===== src/rtl/dlx_imem_if.sv =====
// Loader and fetch bus between the DLX core/loader side and the instruction memory.
// The master drives loader bytes and fetch requests, and the slave returns data and load status.
interface dlx_imem_if #(
  parameter int CW = 5
);
  logic          LdValid;
  logic [7:0]    LdData;
  logic          LdLast;
  logic          LdReady;
  logic [31:0]   IAddr;
  logic          IRead;
  logic [31:0]   IIn;
  logic          IValid;
  logic          CpuHold;
  logic [CW-1:0] LdCount;
  logic          LdOvf;

  modport master (
    output LdValid, LdData, LdLast, IAddr, IRead,
    input  LdReady, IIn, IValid, CpuHold, LdCount, LdOvf
  );

  modport slave (
    input  LdValid, LdData, LdLast, IAddr, IRead,
    output LdReady, IIn, IValid, CpuHold, LdCount, LdOvf
  );
endinterface


===== src/rtl/dlx_imem.sv =====
// DLX instruction memory: byte-serial big-endian loader that holds the core in reset,
// then serves registered one-cycle word fetches. Invalid fetches return NOP_WORD.
module dlx_imem #(
  parameter int          DEPTH    = 26,
  parameter logic [31:0] NOP_WORD = 32'h0000_0000,
  parameter int          CW       = 5
) (
  input  logic       PHI1,
  input  logic       MRST,
  dlx_imem_if.slave  bus
);
  localparam int AW = (DEPTH > 1) ? $clog2(DEPTH) : 1;

  typedef enum logic {ST_LOAD, ST_RUN} state_e;

  state_e         state_q;
  logic [31:0]    mem_q [DEPTH];
  logic [31:0]    asm_q, asm_d;
  logic [1:0]     lane_q;
  logic [CW-1:0]  ld_count_q;
  logic           ld_ovf_q;
  logic           ld_ready_q;
  logic           cpu_hold_q;
  logic [31:0]    iin_q;
  logic           ivalid_q;

  logic           accept;
  logic           word_done;
  logic           full;
  logic           wr_en;
  logic [29:0]    f_idx;
  logic           f_hit;
  logic [31:0]    rd_word;

  always_comb begin
    accept    = bus.LdValid && ld_ready_q && (state_q == ST_LOAD) && !MRST;
    word_done = accept && ((lane_q == 2'd3) || bus.LdLast);
    full      = (ld_count_q == CW'(DEPTH));
    wr_en     = word_done && !full;

    // Big-endian lanes; lanes not yet filled stay zero from the cleared assembly register.
    asm_d = asm_q;
    case (lane_q)
      2'd0:    asm_d[31:24] = bus.LdData;
      2'd1:    asm_d[23:16] = bus.LdData;
      2'd2:    asm_d[15:8]  = bus.LdData;
      default: asm_d[7:0]   = bus.LdData;
    endcase

    f_idx   = bus.IAddr[31:2];
    f_hit   = (bus.IAddr[1:0] == 2'b00) && (f_idx < 30'(ld_count_q)) && (f_idx < 30'(DEPTH));
    rd_word = mem_q[AW'(f_idx)];
  end

  // NOTE: the storage array has no reset; only words below LdCount are ever readable,
  // so stale contents are never visible and the array maps to plain flops/RAM.
  always_ff @(posedge PHI1) begin
    if (wr_en) begin
      mem_q[AW'(ld_count_q)] <= asm_d;
    end
  end

  // NOTE: all state updates use non-blocking assignments so every register samples
  // pre-edge values regardless of statement order.
  always_ff @(posedge PHI1) begin
    if (MRST) begin
      state_q    <= ST_LOAD;
      iin_q      <= NOP_WORD;
      ivalid_q   <= 1'b0;
      ld_ready_q <= 1'b0;
      cpu_hold_q <= 1'b1;
      ld_count_q <= '0;
      ld_ovf_q   <= 1'b0;
      lane_q     <= 2'd0;
      asm_q      <= '0;
    end else begin
      case (state_q)
        ST_LOAD: begin
          iin_q      <= NOP_WORD;
          ivalid_q   <= 1'b0;
          cpu_hold_q <= 1'b1;
          ld_ready_q <= 1'b1;
          if (accept) begin
            if (word_done) begin
              asm_q  <= '0;
              lane_q <= 2'd0;
              if (full) ld_ovf_q   <= 1'b1;
              else      ld_count_q <= ld_count_q + CW'(1);
            end else begin
              asm_q  <= asm_d;
              lane_q <= lane_q + 2'd1;
            end
            if (bus.LdLast) begin
              state_q    <= ST_RUN;
              ld_ready_q <= 1'b0;
              cpu_hold_q <= 1'b0;
            end
          end
        end
        ST_RUN: begin
          ld_ready_q <= 1'b0;
          cpu_hold_q <= 1'b0;
          ivalid_q   <= bus.IRead;
          if (bus.IRead) begin
            iin_q <= f_hit ? rd_word : NOP_WORD;
          end
        end
        default: state_q <= ST_LOAD;
      endcase
    end
  end

  assign bus.LdReady = ld_ready_q;
  assign bus.CpuHold = cpu_hold_q;
  assign bus.LdCount = ld_count_q;
  assign bus.LdOvf   = ld_ovf_q;
  assign bus.IIn     = iin_q;
  assign bus.IValid  = ivalid_q;
endmodule

===== src/flat_wrapper.sv =====
// flat-port wrapper written by rule: the top's interface ports become plain ports
module dlx_imem_flat 
#(
  parameter int          DEPTH    = 26,
  parameter logic [31:0] NOP_WORD = 32'h0000_0000,
  parameter int          CW       = 5
)
  (PHI1, MRST, bus_LdValid, bus_LdData, bus_LdLast, bus_IAddr, bus_IRead, bus_LdReady, bus_IIn, bus_IValid, bus_CpuHold, bus_LdCount, bus_LdOvf);
  dlx_imem_if #(.CW(CW)) bus_i ();
  input  logic PHI1;
  input  logic MRST;
  input wire logic [$bits(bus_i.LdValid)-1:0] bus_LdValid;
  input wire logic [$bits(bus_i.LdData)-1:0] bus_LdData;
  input wire logic [$bits(bus_i.LdLast)-1:0] bus_LdLast;
  input wire logic [$bits(bus_i.IAddr)-1:0] bus_IAddr;
  input wire logic [$bits(bus_i.IRead)-1:0] bus_IRead;
  output wire logic [$bits(bus_i.LdReady)-1:0] bus_LdReady;
  output wire logic [$bits(bus_i.IIn)-1:0] bus_IIn;
  output wire logic [$bits(bus_i.IValid)-1:0] bus_IValid;
  output wire logic [$bits(bus_i.CpuHold)-1:0] bus_CpuHold;
  output wire logic [$bits(bus_i.LdCount)-1:0] bus_LdCount;
  output wire logic [$bits(bus_i.LdOvf)-1:0] bus_LdOvf;
  assign bus_i.LdValid = bus_LdValid;
  assign bus_i.LdData = bus_LdData;
  assign bus_i.LdLast = bus_LdLast;
  assign bus_i.IAddr = bus_IAddr;
  assign bus_i.IRead = bus_IRead;
  assign bus_LdReady = bus_i.LdReady;
  assign bus_IIn = bus_i.IIn;
  assign bus_IValid = bus_i.IValid;
  assign bus_CpuHold = bus_i.CpuHold;
  assign bus_LdCount = bus_i.LdCount;
  assign bus_LdOvf = bus_i.LdOvf;
  dlx_imem #(.DEPTH(DEPTH), .NOP_WORD(NOP_WORD), .CW(CW)) u_core (.PHI1(PHI1), .MRST(MRST), .bus(bus_i));
endmodule

===== config.mk =====
export PLATFORM = sky130hd
export DESIGN_NAME = dlx_imem_flat
export DESIGN_NICKNAME = d
export VERILOG_FILES = /design/src/rtl/dlx_imem_if.sv /design/src/rtl/dlx_imem.sv /design/src/flat_wrapper.sv
export SDC_FILE = /design/constraint.sdc
export NUM_CORES = 1
export LEC_CHECK = 0
export CAP_MARGIN = 10
export CORE_MARGIN = 10
export CORE_UTILIZATION = 45
export DETAILED_ROUTE_END_ITERATION = 16
export PLACE_DENSITY = 0.66
export SYNTH_ARGS = -nofsm -noshare
export SYNTH_HDL_FRONTEND = slang
export SYNTH_SLANG_ARGS = --single-unit

===== constraint.sdc =====
create_clock -name PHI1 -period 3.5 [get_ports PHI1]
set_input_delay 0.525 -clock PHI1 [delete_from_list [all_inputs] [get_ports PHI1]]
set_output_delay 0.525 -clock PHI1 [all_outputs]
set_load 0.03 [all_outputs]

==> results of run 1 <==
[layout make-up]
type | instances | share of cell area
diodes | 1 | 0.00006193
clock buffers | 118 | 0.05955
clock inverters | 40 | 0.009754
inverters | 9 | 0.0008361
multi-input cells | 791 | 0.1994
flip-flops and latches | 908 | 0.6560
well taps | 1040 | 0.03220
repair buffers | 166 | 0.04224
[worst paths after layout]
kind	from	to	slack, ns	cells past startpoint
setup / recovery	u_core.bus.LdCount[0]	u_core.mem_q[15][7]	0.61	7
hold reg to reg	u_core.asm_q[31]	u_core.asm_q[31]	0.45	2
setup reg to reg	u_core.bus.LdCount[0]	u_core.mem_q[15][7]	0.61	7
hold / removal	u_core.asm_q[31]	u_core.asm_q[31]	0.45	2
[worst max-delay path: cells and delay by family (launching register included)]
kind	cells	cell delay [ns]
flops	1	0.49
simple gates	4	1.29
buf+inv	2	0.51
fa+ha+maj	1	0.22
[through the flow]
| step | total power [mW] | cell area [um^2] | hold WS, ns | cells |
|---|---|---|---|---|
| finish | 21.81 | 40410 | 0.4485 | 3073 |
| global route | 22.44 | 40410 | 0.4785 | 3073 |
| CTS | 21.94 | 40400 | 0.4457 | 3072 |
| detailed placement | 12.84 | 37600 | 0.4427 | 2914 |
| global placement | 12.82 | 37600 | 0.4412 | 2914 |
| floorplan | 12.55 | 34970 | 0.4294 | 1819 |
[placed cells by master, fill, tap and decap left out, drive strengths merged, types with 14 or more instances in the layout]
master / n
a211oi: 50
clkbuf: 118
or3: 18
o211ai: 15
dfxtp: 76
nand3: 22
a32o: 14
nand2: 27
nor2b: 38
clkdlybuf4s50: 80
a22oi: 57
o41ai: 19
nand2b: 15
o22ai: 31
edfxtp: 832
mux2: 34
o221ai: 18
nor2: 123
mux2i: 82
mux4: 143
a22o: 18
buf: 86
a21boi: 18
clkinv: 26
[cell families after synthesis]
logic type | Yosys count | share of synthesized area
AO/OA/AOI/OAI | 249 | 0.05503
XOR/XNOR | 3 | 0.0007516
adder cells (fa/ha/maj) | 13 | 0.004652
buffers and inverters | 120 | 0.01785
flip-flops | 908 | 0.7580
multiplexers | 259 | 0.1265
AND/OR/NAND/NOR | 267 | 0.03718
[power by group through the flow]
stage	registers [mW]	clock network (mW)	logic, mW
after floorplan	12.0	0	0.565
after global placement	12.0	0	0.844
after detailed placement	12.0	0	0.859
after CTS	11.7	9.33	0.862
after global routing	11.7	9.77	0.921
final	11.7	9.20	0.858
[metal layers]
layer / track usage / routed length [um]
met1: 0.2528 / 34670
met4: 0.05466 / 1814
met2: 0.3027 / 40820
met3: 0.04273 / 7209
met5: 0.003784 / 62
[sequential cells by signal (all words and copies together) (netlist names)]
signal              flops
u_core.bus.IIn         32
u_core.asm_q           32
u_core.bus.CpuHold      1
u_core.bus.IValid       1
u_core.bus.LdOvf        1
u_core.bus.LdReady      1
u_core.lane_q           2
u_core.mem_q          832
u_core.state_q          1
u_core.bus.LdCount      5
==> results.toml, run 1 <==
[floorplan]
initial_utilization = 0.4529
ios = 86
die-area_mm2 = 0.08925
die-height_um = 298.8
die_w_um = 298.8
rows = 102
core_area_mm2 = 0.07721

[grt]
grt_pass1_vias = 18663
grt_pass1_wl_mm = 124.6
grt_max_degree = 65
grt-ovfl-total = 0
grt_use_total = 0.1875
antenna_found_initial = 3

[clock_tree]
cts.sinks = 908
clkSlewWorstSetupHoldPaths_ns = 0.06
cts_setup_buffers = 0
ctsResizeCount = 0
cts_made_buffers = 86
h-tree-depth = 3
clock_path_buffers = 3
cts_tree = "done"
clock_latency_ns = 0.64
root_buffer = "clkbuf_16"
postCtsHoldBufs = 0

[route]
final_antenna_net_count = 0
drt_iter0_drc = 2029
vias_per_cell = 5.943
wl_per_cell_um = 27.52
routed_wl_mm = 84.58
drc = 0
dr.pass1.iters = 6
num_vias = 18264

[placement]
dp_worst_setup_slack_ns = 0.4641
port_buffers = 85
finalWeightedCongestion = 0.7758
hpwl_mm = 47.87

[power_and_ir_drop]
swShare = 0.2029
p_leak_nw = 12.95
ir_drop_uv = 434.8
power.internal_mw = 17.38
power_density_mw_per_mm2 = 539.7
pwr-share-comb = 0.039
netSwitchingPower_mw = 4.425
clockPowerShare = 0.422
p_seq_frac = 0.539

[timing]
slew_viol_final = 0
hold_viol = 0
period_minus_slack_ns = 2.887
worst_pin_slew_ns = 0.9437
period_share = 0.8249
finalClockSkew_ns = 0.02185
setup_violations = 0
maxSlewHeadroom = 0.3709
setup_tns_ns = 0
rsz0062_at_grt = "no"
max_freq_ghz = 0.3463
finalWorstSetupSlack_ns = 0.6127

[yosys]
syn_avg_cell_area_um2 = 19.22
synth_area_leaders = "edfxtp_1 (71%), mux4_2 (9.2%), dfxtp_1 (4.4%)"
synth_top_area_share = 0.7145
synth-warning-count = 0
synth_top_area_cell = "edfxtp_1"
yosysMostFrequentCell = "edfxtp_1"
synthFlopType = "edfxtp_1"
syn_inst = 1819
synth_common_cells = "edfxtp_1 (832), mux4_2 (143), nor2_1 (123), mux2i_1 (82), dfxtp_1 (76)"
ys_seq_area_frac = 0.7580
ys_ff_latch = 908
syn_nets = 1877
synth-async-reset-ratio = 0
synth_edf_count = 832
netlist_area_mm2 = 0.03497
synth_cell_types = 48

[worst_setup_path]
crit_fanout = 19
criticalPathCategory = "reg -> reg"
cp-start-kind = "flop"
slowest_delay_ns = 0.49
critical_path_arrival_ns = 3.17
slowest_stage = "dfxtp_1"
critPathCaptureType = "flop"
path_cells = "inv_1 > ha_1 > and4b_1 > nor3_4 > nand2_1 > nor2_4 > buf_4"
critPathRequiredTime_ns = 3.78

[cells_and_area]
multi_input_area_mm2 = 0.008056
nNetsFinal = 2020
utilization = 0.5233
fillers = 5923
regArea_mm2 = 0.02651
area_growth_pct = 15.55
layout-drive-gt1-share = 0.2096

[worst_hold_path]
hold_path.class = "reg -> reg"

[flow_run]
drv_cap = 0

[status]
outcome = "completed"
Note: power is estimated with default switching activity, not from simulation.
==> run 2: changes to the inputs <==
--- a/config.mk
+++ b/config.mk
@@ -9,7 +9,7 @@
 export CORE_MARGIN = 10
 export CORE_UTILIZATION = 45
 export DETAILED_ROUTE_END_ITERATION = 16
-export PLACE_DENSITY = 0.66
+export PLACE_DENSITY = 0.64
 export SYNTH_ARGS = -nofsm -noshare
 export SYNTH_HDL_FRONTEND = slang
 export SYNTH_SLANG_ARGS = --single-unit
==> constraint.sdc (replaced) <==
create_clock -name PHI1 -period 2.97 [get_ports PHI1]
set_input_delay 0.4455 -clock PHI1 [delete_from_list [all_inputs] [get_ports PHI1]]
set_output_delay 0.4455 -clock PHI1 [all_outputs]
set_load 0.03 [all_outputs]
==> run 2 against run 1 <==
Net effect:
- clock-buffer cell count grew 3
- clock power grew 23%
- cell area is 1.5% higher
- worst hold slack got worse by 0.10 ns
- utilization grew 0.79 points
- largest cell class unchanged
==> results.toml, run 2 (synthesis results as in run 1) <==
[grt]
grt_use_met2 = 0.2961
grt_pass1_vias = 18600
busiest_layer = "met2"
use_met1 = 0.2631
grt_use_total = 0.1873
antenna_found_initial = 0
grt-ovfl-total = 0
globalRouteMet3Util = 0.03767
grt_pass1_wl_mm = 125.3
grt_max_degree = 46

[route]
dr.pass1.iters = 5
vias_per_cell = 5.845
wl_per_cell_um = 27.05
routed_wl_mm = 83.77
drc = 0
num_vias = 18103
final_antenna_net_count = 0
drt_iter0_drc = 1727

[floorplan]
die_w_um = 298.8
die-height_um = 298.8
core_area_mm2 = 0.07721
initial_utilization = 0.4529
ios = 86
rows = 102
die-area_mm2 = 0.08925

[clock_tree]
h-tree-depth = 3
root_buffer = "clkbuf_16"
ctsResizeCount = 0
clock_latency_ns = 0.65
clock_path_buffers = 3
cts.sinks = 908
cts_tree = "done"
postCtsHoldBufs = 0
cts_setup_buffers = 0
clkSlewWorstSetupHoldPaths_ns = 0.06
cts_made_buffers = 88

[cells_and_area]
top_register = "u_core.mem_q"
fillers = 5878
layout.cells.most_common = "edfxtp_1"
area_growth_pct = 17.30
utilization = 0.5312
layout-drive-gt1-share = 0.2213
largest_reg_flops = 832
layout_common_cells = "edfxtp_1 (832), mux4_2 (143), nor2_1 (96)"
nNetsFinal = 2040

[worst_setup_path]
critPathCaptureType = "flop"
crit_fanout = 18
cp-start-kind = "flop"
regToRegSetupSlack_ns = 0.57
r2r_cells = 8
critPathRequiredTime_ns = 3.30
criticalPathCategory = "reg -> reg"
startpoint = "u_core.bus.LdCount[0]"
crit_end = "u_core.mem_q[20][22]"
r2r_start = "u_core.bus.LdCount[0]"
critical_path_arrival_ns = 2.73
rr_endpoint = "u_core.mem_q[20][22]"

[worst_hold_path]
hold_path.class = "in -> reg"

[timing]
slew_viol_final = 0
finalClockSkew_ns = 0.02424
period_share = 0.8097
hold_ws_ns = 0.3467
hold_viol = 0
maxSlewHeadroom = 0.3584
setup_violations = 0
max_freq_ghz = 0.4158
worst_pin_slew_ns = 0.9614
rsz0062_at_grt = "no"
period_minus_slack_ns = 2.405

[status]
outcome = "completed"

[placement]
port_buffers = 85
hpwl_mm = 49.65
finalWeightedCongestion = 0.8390

[power_and_ir_drop]
power_density_mw_per_mm2 = 638.7
p_total_mw = 26.20
p_leak_nw = 13.07
ir_drop_uv = 417.7

[flow_run]
drv_cap = 0
[run 2: cell types whose count changed in the layout (fill, tap and decap cells not counted), moves of 2 or more]
cell,change
buf_12,+24
clkbuf_8,+9
clkbuf_1,-8
buf_4,-6
clkinv_2,+5
clkinv_4,-3
clkbuf_16,+2
clkinvlp_4,-2
[run 2: worst max-delay path, stage by stage, from the launching register on]
cell	delay, ns
dfxtp_1	0.46
inv_1	0.10
ha_1	0.23
and4b_1	0.24
nor3_4	0.27
nand2_1	0.08
buf_4	0.20
nor2_4	0.23
buf_12	0.25
[run 2: layer usage]
metal | wire length (um) | up-vias
met2 | 39630 | 707
met5 | 0 | -
met1 | 35850 | 9485
li1 | - | 7791
met3 | 6579 | 120
met4 | 1709 | 0
[run 2: worst min path at each step]
stage | cells past startpoint | to | from | slack [ns]
floorplan | 2 | u_core.asm_q[31] | u_core.asm_q[31] | 0.43
global placement | 2 | u_core.asm_q[31] | u_core.asm_q[31] | 0.44
detailed placement | 2 | u_core.asm_q[31] | u_core.asm_q[31] | 0.45
CTS | 4 | u_core.bus.IIn[0] | bus_IAddr[5] | 0.31
global route | 4 | u_core.bus.IIn[0] | bus_IAddr[5] | 0.37
finish | 4 | u_core.bus.IIn[0] | bus_IAddr[5] | 0.35
[run 2: layout make-up]
type / count / area [um^2] / share of cell area
multi-input combinational: 791 / 8054 / 0.1964
clock inverter: 43 / 421.7 / 0.01028
tap: 1040 / 1301 / 0.03173
antenna: 1 / 2.502 / 0.00006101
timing repair buffer: 184 / 2147 / 0.05235
inverter: 9 / 33.78 / 0.0008236
clock buffer: 121 / 2550 / 0.06217
sequential: 908 / 26510 / 0.6462
[run 2: per-stage QoR]
stage	area, um^2	std cells	TNS, ns	setup WS [ns]
6_report	41020	3097	0	0.5651
5_1_grt	41010	3096	0	0.4051
4_1_cts	41010	3096	0	0.5560
3_5_place_dp	38040	2932	0	0.1482
3_3_place_gp	38040	2932	0	0.1275
2_1_floorplan	34990	1819	-335.16	-0.5042
[run 2: where the power goes]
| group | switching, mW | internal [mW] | leakage (nW) |
|---|---|---|---|
| clock | 4.73 | 6.56 | 1.46 |
| sequential | 0.00688 | 13.8 | 8.08 |
| combinational | 0.608 | 0.447 | 3.52 |
| total | 5.35 | 20.8 | 13.1 |
==> run 3: changes to the inputs <==
--- a/config.mk
+++ b/config.mk
@@ -9,7 +9,7 @@
 export CORE_MARGIN = 10
 export CORE_UTILIZATION = 45
 export DETAILED_ROUTE_END_ITERATION = 16
-export PLACE_DENSITY = 0.64
+export PLACE_DENSITY = 0.66
 export SYNTH_ARGS = -nofsm -noshare
 export SYNTH_HDL_FRONTEND = slang
 export SYNTH_SLANG_ARGS = --single-unit
==> constraint.sdc (replaced) <==
create_clock -name PHI1 -period 2 [get_ports PHI1]
set_input_delay 0.3 -clock PHI1 [delete_from_list [all_inputs] [get_ports PHI1]]
set_output_delay 0.3 -clock PHI1 [all_outputs]
set_load 0.03 [all_outputs]
==> run 3 against run 2 <==
Net effect:
- the flow now finishes with violations (setup timing)
- die area is the same
- non-clock buffer count increased by 172
- sequential power increased by 49%
- critical path depth up 1
- utilization increased by 3.9 points
- wire length grew 9.8%
- power up 53%
- largest power group unchanged
==> results.toml, run 3 (synthesis results as in run 1) <==
[power_and_ir_drop]
p_total_mw = 40.18
power_density_mw_per_mm2 = 912.2
p_leak_nw = 14.38
ir_drop_uv = 650.1

[clock_tree]
cts_tree = "done"
root_buffer = "clkbuf_16"
h-tree-depth = 3
cts.sinks = 908
clkSlewWorstSetupHoldPaths_ns = 0.06
cts_made_buffers = 89
clock_latency_ns = 0.65
clock_path_buffers = 3

[grt]
grt_max_degree = 55
antenna_found_initial = 1
grt_use_total = 0.1996
grt_pass1_vias = 19812
grt_pass1_wl_mm = 132.2
grt-ovfl-total = 0

[floorplan]
core_area_mm2 = 0.07721
die-height_um = 298.8
die-area_mm2 = 0.08925
ios = 86
rows = 102
die_w_um = 298.8
initial_utilization = 0.4529

[flow_run]
drv_cap = 0

[worst_setup_path]
crit_fanout = 8
startpoint = "u_core.bus.LdCount[0]"
criticalPathCategory = "reg -> reg"
critPathRequiredTime_ns = 2.34
critical_path_arrival_ns = 2.47
r2r_start = "u_core.bus.LdCount[0]"
critPathCaptureType = "flop"
cp-start-kind = "flop"

[cells_and_area]
postLayoutCellArea_mm2 = 0.04405
largest_reg_flops = 832
layout_common_cells = "edfxtp_1 (832), mux4_2 (143), buf_12 (133)"
nNetsFinal = 2213
top_register = "u_core.mem_q"
area_growth_pct = 25.98
layout.cells.most_common = "edfxtp_1"
regArea_mm2 = 0.02652
fillers = 5594
multi_input_area_mm2 = 0.008153
layout-drive-gt1-share = 0.2903
antenna_cells = 0

[timing]
maxSlewHeadroom = 0.6123
worst_pin_slew_ns = 0.5809
setup_violations = 801
max_freq_ghz = 0.4686
finalWorstSetupSlack_ns = -0.1340
hold_ws_ns = 0.4023
finalClockSkew_ns = 0.03435
rsz0062_at_grt = "yes"
period_minus_slack_ns = 2.134
hold_viol = 0
period_share = 1.067
slew_viol_final = 0

[worst_hold_path]
hold_path.class = "in -> reg"
hold_start = "MRST"

[placement]
placed_area_mm2 = 0.03999
finalWeightedCongestion = 0.8081
port_buffers = 85
hpwl_mm = 54.06

[route]
num_vias = 19338
vias_per_cell = 5.910
dr.pass1.iters = 5
routed_wl_mm = 91.94
wl_per_cell_um = 28.10
final_antenna_net_count = 0
drc = 0
drt_iter0_drc = 2252

[status]
violations = "setup timing"
outcome = "finished with violations"
## run 3: cell count changes in the layout (fill, tap and decap cells not counted), moves of 7 or more
cell,previous run,this run
clkbuf_8,16,5
dlygate4sd2_1,0,17
bufinv_16,6,16
buf_4,56,110
buf_12,44,133
buf_16,0,7
clkdlybuf4s50_1,81,63
buf_6,0,9
clkbuf_16,91,102
## run 3: per-layer routing
| layer | global-route usage | wire, um | vias up |
|---|---|---|---|
| met5 | 0 | 13 | - |
| met3 | 0.04468 | 8518 | 129 |
| met4 | 0.06204 | 2230 | 2 |
| li1 | - | - | 8160 |
| met1 | 0.2716 | 37230 | 10086 |
| met2 | 0.3187 | 43950 | 961 |
## run 3: timing repair
item | in CTS | in global routing
resized for setup | 48 | 10
hold buffers | 1 | 0
pin swaps | 9 | 8
buffers inserted | 15 | 13
cloned | 7 | 11
endpoints found under the setup margin | 883 | 886
endpoints found under the hold margin | 3 | 0
## run 3: area by class of cell
cell class,count,area share
Clock buffer,115,0.05536
Clock inverter,53,0.01636
Inverter,9,0.0009089
Multi-Input combinational cell,791,0.1851
Sequential cell,908,0.6019
Tap cell,1040,0.02954
Timing Repair Buffer,356,0.1108
## run 3: final timing paths
path | to | slack [ns] | cells after the start
setup reg to reg | u_core.mem_q[1][6] | -0.13 | 9
hold / removal | u_core.bus.LdReady | 0.40 | 3
hold reg to reg | u_core.asm_q[31] | 0.46 | 2
setup / recovery | u_core.mem_q[1][6] | -0.13 | 9
## run 3: metrics by stage
step | setup slack, ns | util | setup TNS, ns | std cells
final | -0.1340 | 0.5705 | -44.59 | 3272
after global routing | -0.2141 | 0.5705 | -102.78 | 3272
after CTS | -0.1126 | 0.5649 | -43.76 | 3250
after detailed placement | -0.4942 | 0.5179 | -249.39 | 3059
after global placement | -0.4393 | 0.5179 | -209.03 | 3059
after floorplan | -0.5230 | - | -415.70 | 1819
## run 3: worst max-delay path: stages, from the launching register on
cell and delay (ns):
dfxtp_4 0.35, inv_4 0.04, ha_4 0.15, and4b_2 0.26, nor3_4 0.22, buf_12 0.17
nand2_4 0.15, nor2_4 0.18, buf_4 0.17, buf_12 0.14
## run 3: where the power goes
part           total (mW)  internal [mW]  leakage [nW]  switching (mW)
clock                17.9           10.7          1.54            7.13
sequential           20.6           20.5          7.95         0.00968
combinational        1.76          0.818          4.89           0.940
